$ cat src/rtl/complex_mult_pipe.sv
// rtl/complex_mult_pipe.sv - 3-stage pipelined complex multiplier Y = A*W with round, range limit and overflow count
// Build option: define CMUL_SAT_EN to saturate out-of-range components (default wraps).
module complex_mult_pipe #(
    parameter int DW      = 11,
    parameter int TW      = 11,
    parameter int TW_FRAC = 9,
    parameter int OVF_W   = 8
) (
    input  logic                clk,
    input  logic                rst_n,
    input  logic                in_valid,
    output logic                in_ready,
    input  logic [2*DW-1:0]     a_in,
    input  logic [2*TW-1:0]     w_in,
    output logic                out_valid,
    input  logic                out_ready,
    output logic [2*DW-1:0]     y_out,
    output logic [OVF_W-1:0]    ovf_cnt
);

    localparam int PW = DW + TW;
    localparam int SW = PW + 1;
    localparam logic signed [SW-1:0] RND = SW'(2 ** (TW_FRAC - 1));

    logic advance;

    logic                 s1_valid;
    logic signed [DW-1:0] s1_ar, s1_ai;
    logic signed [TW-1:0] s1_wr, s1_wi;

    logic signed [PW-1:0] ar_x, ai_x, wr_x, wi_x;

    logic                 s2_valid;
    logic signed [PW-1:0] p_rr, p_ii, p_ri, p_ir;

    logic signed [SW-1:0] sr, si, r_r, r_i;
    logic                 ovf_r, ovf_i;
    logic [DW-1:0]        y_r, y_i;
    logic [1:0]           ovf_inc;
    logic [OVF_W:0]       cnt_sum;

    // Single global stall: everything moves only when the output slot is free or draining.
    assign advance  = ~out_valid | out_ready;
    assign in_ready = advance & rst_n;

    always_ff @(posedge clk) begin
        if (!rst_n) begin
            s1_valid <= 1'b0;
            s1_ar    <= '0;
            s1_ai    <= '0;
            s1_wr    <= '0;
            s1_wi    <= '0;
        end else if (advance) begin
            s1_valid <= in_valid;
            if (in_valid) begin
                s1_ar <= a_in[2*DW-1:DW];
                s1_ai <= a_in[DW-1:0];
                s1_wr <= w_in[2*TW-1:TW];
                s1_wi <= w_in[TW-1:0];
            end
        end
    end

    assign ar_x = PW'(s1_ar);
    assign ai_x = PW'(s1_ai);
    assign wr_x = PW'(s1_wr);
    assign wi_x = PW'(s1_wi);

    always_ff @(posedge clk) begin
        if (!rst_n) begin
            s2_valid <= 1'b0;
            p_rr     <= '0;
            p_ii     <= '0;
            p_ri     <= '0;
            p_ir     <= '0;
        end else if (advance) begin
            s2_valid <= s1_valid;
            if (s1_valid) begin
                p_rr <= ar_x * wr_x;
                p_ii <= ai_x * wi_x;
                p_ri <= ar_x * wi_x;
                p_ir <= ai_x * wr_x;
            end
        end
    end

    // One extra bit on the sums keeps AR*WR - AI*WI exact even at the most negative corner.
    always_comb begin
        sr      = {p_rr[PW-1], p_rr} - {p_ii[PW-1], p_ii};
        si      = {p_ri[PW-1], p_ri} + {p_ir[PW-1], p_ir};
        r_r     = (sr + RND) >>> TW_FRAC;
        r_i     = (si + RND) >>> TW_FRAC;
        ovf_r   = ~(&r_r[SW-1:DW-1]) & (|r_r[SW-1:DW-1]);
        ovf_i   = ~(&r_i[SW-1:DW-1]) & (|r_i[SW-1:DW-1]);
`ifdef CMUL_SAT_EN
        y_r     = ovf_r ? {r_r[SW-1], {(DW-1){~r_r[SW-1]}}} : r_r[DW-1:0];
        y_i     = ovf_i ? {r_i[SW-1], {(DW-1){~r_i[SW-1]}}} : r_i[DW-1:0];
`else
        y_r     = r_r[DW-1:0];
        y_i     = r_i[DW-1:0];
`endif
        ovf_inc = {1'b0, ovf_r} + {1'b0, ovf_i};
        cnt_sum = {1'b0, ovf_cnt} + {{(OVF_W-1){1'b0}}, ovf_inc};
    end

    always_ff @(posedge clk) begin
        if (!rst_n) begin
            out_valid <= 1'b0;
            y_out     <= '0;
            ovf_cnt   <= '0;
        end else if (advance) begin
            out_valid <= s2_valid;
            if (s2_valid) begin
                y_out   <= {y_r, y_i};
                ovf_cnt <= cnt_sum[OVF_W] ? {OVF_W{1'b1}} : cnt_sum[OVF_W-1:0];
            end
        end
    end

endmodule
$ cat config.mk
export PLATFORM = sky130hd
export DESIGN_NAME = complex_mult_pipe
export DESIGN_NICKNAME = d
export VERILOG_FILES = /design/src/rtl/complex_mult_pipe.sv
export SDC_FILE = /design/constraint.sdc
export NUM_CORES = 2
export LEC_CHECK = 0
export CAP_MARGIN = 30
export CORE_UTILIZATION = 30
export DETAILED_ROUTE_END_ITERATION = 16
export DONT_BUFFER_PORTS = 1
export PLACE_DENSITY = 0.51
export SLEW_MARGIN = 20
export SYNTH_ARGS = -nofsm -noshare
export SYNTH_HDL_FRONTEND = slang
export SYNTH_SLANG_ARGS = --single-unit
$ cat constraint.sdc
create_clock -name clk -period 10 [get_ports clk]
set_clock_uncertainty 0.15 [all_clocks]
set_input_delay 1.5 -clock clk [delete_from_list [all_inputs] [get_ports clk]]
set_output_delay 1.5 -clock clk [all_outputs]
set_load 0.005 [all_outputs]
Word level (Yosys, flattened, before mapping)
Cells that the tools add are included.
{"block": "word_totals", "reg_bits": 165, "inputBits": 48, "elab_cells": 38, "out_inout_bits": 32}
{"block": "op_classes", "mul": 4, "n_bitwise": 7, "reduce_logical": 7, "addsub": 6, "muxes": 1}
{"op": "11-bit by 11-bit multiplier with 22-bit output", "n": 4}
{"op": "23-bit by 10-bit adder with 23-bit output, second input constant", "n": 2}
{"op": "22-bit by 22-bit adder with 23-bit output", "n": 1}
{"op": "22-bit by 22-bit subtractor with 23-bit output", "n": 1}
{"op": "8-bit by 2-bit adder with 9-bit output", "n": 1}
{"op": "8-bit two-way mux", "n": 1}
{"op": "4-bit AND reduction", "n": 2}
{"op": "4-bit OR reduction", "n": 2}
{"op": "2-bit AND reduction", "n": 3}
{"op": "1-bit bitwise AND", "n": 3}
{"op": "1-bit NOT", "n": 3}
{"op": "1-bit by 1-bit adder with 2-bit output", "n": 1}
{"op": "1-bit bitwise OR", "n": 1}

Depth between registers and ports, before layout
{"block": "logic_depth", "ltp_word": 8, "ltp_mapped": 22, "ltp_nobuf": 22}

Worst setup path after synthesis
Ideal clock, no wire load.
{"block": "synth_path", "kind": "register to register", "startpoint": "reg s1_ai[7]", "endpoint": "reg p_ir[20]", "path_buffers": 1, "path_slack_ns": 4.738, "setup_time_ns": 0.062, "arrival_ns": 5.050, "required_time_ns": 9.788, "path_stages_with_launch": 21, "period_less_slack_ns": 5.262, "cell_sequence": "dfxtp_1 clkbuf_1 nand2_1 fa_1 inv_1 fa_1 inv_1 fa_1 inv_1 fa_1 inv_1 fa_1 inv_1 ha_1 o211ai_1 a21oi_1 nor3_1 o31ai_1 a31oi_1 or4_1 nand3_1"}
{"block": "synth_via", "elab_chain_len": 1}
{"element": "from (decl)", "line_no": "28", "text": "logic signed [DW-1:0] s1_ar, s1_ai;"}
{"element": "from (signal assigned)", "line_no": "57", "text": "s1_ai <= a_in[DW-1:0];"}
{"element": "11-bit by 11-bit multiplier with 22-bit output", "line_no": "82", "text": "p_ir <= ai_x * wr_x;"}
{"element": "to (signal assigned)", "line_no": "82"}
{"element": "to (decl)", "line_no": "34", "text": "logic signed [PW-1:0] p_rr, p_ii, p_ri, p_ir;"}
Every way passes these cells.
A chain may end at the register's enable or synchronous reset.

Final worst setup path
{"block": "layout_path", "startpoint": "reg s1_wi[10]", "endpoint": "reg p_ri[21]"}
{"block": "layout_via", "elab_chain_len": 1}
{"element": "from (decl)", "line_no": "29", "text": "logic signed [TW-1:0] s1_wr, s1_wi;"}
{"element": "from (signal assigned)", "line_no": "59", "text": "s1_wi <= w_in[TW-1:0];"}
{"element": "11-bit by 11-bit multiplier with 22-bit output", "line_no": "81", "text": "p_ri <= ar_x * wi_x;"}
{"element": "to (signal assigned)", "line_no": "81"}
{"element": "to (decl)", "line_no": "34"}
Every way passes these cells.

==> parameters.txt <==
Parameter                              Value

Timing
  Post-route setup TNS ... 0 ns
  Min Clock Period, post-route ... about 6.3 ns
  Setup repair after global routing missed its margin ... false
  Fmax ... approximately 160 MHz
  Final Slew Violations ... 0
  Hold Fails Final Rpt ... 0
  Worst-Margin Slew ... between 0.9 and 1 ns
  Rel. slew slack ... 35.5%
  Total of endpoints with negative setup slack in the final report ... 0
  Ratio of final minimum period to clock period ... roughly 63%

Logic synthesis
  Synthesized cell area ... around 0.027 mm²
  Post-Synthesis Net Count ... approximately 3,900
  Total of warnings raised by yosys ... 0
  Post-Synthesis Cells ... between 3,000 and 4,000
  Netlist cell types ... 63
  Register bit total from synthesis ... approximately 170
  Per-instance average area after synthesis ... 8.52 µm²
  Number of enable-type register cells in the synthesized netlist ... 0
  Top_reg_cell synth ... dfxtp_1
  Sequential fraction of the synthesis area ... roughly 12%
  Synth async-reset ratio ... 0%

Route
  Routed wirelength normalized by instance count ... 17.3 µm
  ANT nets after route ... 0
  Overall via count from detail_route ... just under 20,000
  Residual DRC ... 0
  Iteration-0 DRC Markers ... approximately 1,100
  Total wire length ... 72,900 µm
  Routed vias/inst ... ~4.6
  Drt first pass iters ... 7

GRT
  Number of global-route vias before repair ... 20,100
  Combined global-route utilization of all metal layers ... between 15 and 20%
  Antenna violations before repair ... 7
  Global-route wire length before repair ... 119,000 µm
  GRT Residual Overflow ... 0
  Maximum number of pins on one net before global-route repair ... 84

Finish
  Fraction of final layout cells sized beyond drive strength 1 ... ~3.2%
  Total inserted antenna cells ... 0
  FILL cells ... 9,321
  Final nets ... between 3,000 and 4,000
  Synthesis-to-finish area growth ... 7.50%
  Most frequent cells in the layout ... inv_1, nand2_1, fa_1, ha_1, and2_1
  Most common cell after layout, fill and taps aside ... inv_1

Worst setup path
  Worst flop-to-flop path startpoint ... s1_wi[10]$_SDFFE_PN0P_
  Required @ worst endpoint ... between 10 and 15 ns
  Critical path start-end classification ... reg -> reg
  Critical Path End Type ... register
  Startpoint Class ... register
  Maximum fanout count along the critical path ... 18
  Data arrival time of the worst path ... approximately 6.6 ns
  Worst setup path startpoint ... s1_wi[10]$_SDFFE_PN0P_

Outcome
  Result of the run ... finished, final reports clean

Die
  Area of the die ... 0.0896 mm²
  Core area ... 0.0872 mm²
  Starting utilization of the core area ... a little under a third
  DIE HEIGHT ... between 200 and 300 µm
  Overall die width ... around 300 µm
  IO Pins ... 80
  Std-Cell Rows ... roughly 110

Power and ir drop
  Power density over the cells ... between 80 and 90 mW/mm²
  Max rail drop VDD ... roughly 0.15 mV
  Leakage power ... roughly 14 nW
  Design Power ... 0.00249 W

Clock network
  TritonCTS buffer count ... 17
  Clk root buf ... clkbuf_16
  Max Root-Sink Buffers ... 2
  Clock tree from TritonCTS ... done
  Clock latency on the worst-skew pair ... around 0.5 ns
  Gates resized, CTS repair ... 0
  Sinks on the clock net ... between 150 and 200
  Post CTS Setup Buffer Count ... 0
  Max H-tree Level ... 4
  CTS Hold Buffers Added ... 0
  Clock-pin transition on the worst setup and hold timing paths ... about 0.080 ns

Min path
  Hold/Removal Path Class ... reg -> reg
  Hold Startpoint ... p_rr[0]$_SDFFE_PN0P_

Placement
  Detailed Place HPWL ... 56,800 µm
  Routability Congestion ... slightly above 0.8
  Number of I/O port buffers ... 0

Flow run
  Max-capacitance violation count ... 0
==> through the flow <==
step	hold WS (ns)	util, %	instances	cell area, µm²	worst slack, ns
2_1_floorplan	0.275	-	3113	26500	4.74
3_3_place_gp	0.286	31.9	4170	27800	3.75
3_5_place_dp	0.291	32.0	4175	27900	3.72
4_1_cts	0.301	32.6	4207	28400	3.71
5_1_grt	0.327	32.7	4213	28500	3.38
6_report	0.299	32.7	4213	28500	3.66
==> critical path, cell delays in order (launching register included) <==
cell and delay [ns]:
dfxtp_1 0.57, clkinv_1 0.72, nor2_1 0.33, fa_1 0.46, fa_1 0.51, fa_1 0.43, fa_1 0.49, inv_1 0.05
fa_1 0.47, inv_1 0.04, ha_1 0.35, nand3_1 0.12, nand2_1 0.06, a41o_1 0.25, o41ai_4 0.35, o2111ai_1 0.24
a31oi_1 0.25, xnor2_1 0.29, o21ai_1 0.10
==> power by group <==
part           total (W)  switching [W]  leakage, nW  internal [W]
Clock           0.000701       0.000352        0.272      0.000349
Sequential      0.000742      0.0000458         1.34      0.000696
Combinational    0.00105       0.000652         12.4      0.000397
==> synthesized netlist by cell type, types with 2 or more instances <==
master	number	area share [%]
or4_1	2	0.057
xor2_1	27	0.89
nor2_1	97	1.4
xnor2_1	88	2.9
clkbuf_1	136	1.9
inv_1	645	9.1
a21o_2	2	0.066
or2_2	2	0.047
o211ai_1	11	0.31
a41o_1	2	0.075
o31ai_1	2	0.057
a21oi_1	178	3.4
o22ai_1	2	0.047
nand3_1	38	0.72
a211o_1	2	0.066
nand4_1	13	0.31
ha_1	271	13
nor2b_1	7	0.17
nand3b_1	2	0.057
nor3b_1	3	0.085
o21ai_1	6	0.11
nand2_1	534	7.6
nor3_1	28	0.53
o21a_1	5	0.14
mux2i_1	8	0.30
nor4_1	2	0.047
o21bai_1	8	0.23
fa_1	469	35
dfxtp_1	165	12
o2111ai_1	3	0.099
o21ai_0	39	0.74
a21o_1	25	0.71
and2_1	199	4.7
a211oi_1	11	0.31
a41oi_1	4	0.13
or3_1	10	0.24
a31oi_1	14	0.33
nand2b_1	21	0.50
and3_1	8	0.19
==> final cells by class <==
type / count / area, µm² / share of cell area [%]
multi-input cells: 2165 / 20300 / 71.2
flip-flops and latches: 165 / 3300 / 11.6
inverters: 646 / 2430 / 8.52
well taps: 1155 / 1450 / 5.07
repair buffers: 50 / 472 / 1.65
clock buffers: 18 / 429 / 1.51
clock inverters: 14 / 143 / 0.500
==> sequential cells by signal, summed over array words and instances (netlist names), 11 cells and up <==
| signal | count |
|---|---|
| p_ri | 22 |
| y_out | 22 |
| p_rr | 22 |
| s1_ai | 11 |
| p_ir | 22 |
| s1_wr | 11 |
| s1_ar | 11 |
| s1_wi | 11 |
| p_ii | 22 |
==> layer usage <==
layer	share of wire (%)	track usage (%)	vias up	routed length [µm]
met4	1.1	3.06	10	781
met1	51	25.9	9731	37300
met2	43	25.9	339	31300
met5	0.091	0	-	66
li1	-	-	9307	-
met3	4.8	2.91	51	3470
==> path summary, 6_finish.rpt <==
kind                                               to  slack [ns]  cells after the start
worst min register to register   p_rr[0]$_SDFFE_PN0P_        0.30                      2
worst min-delay path             p_rr[0]$_SDFFE_PN0P_        0.30                      2
worst max register to register  p_ri[21]$_SDFFE_PN0P_        3.66                     18
worst max-delay path            p_ri[21]$_SDFFE_PN0P_        3.66                     18
==> cell families after synthesis <==
group	count (synthesis)	share of synthesized area, %
fa+ha+maj	740	48.2
flops	165	12.5
xor+xnor	115	3.80
compound gates	329	7.39
mux	9	0.358
buf+inv	783	11.1
simple gates	972	16.7
No activity file was read; power rests on OpenSTA's default activity.
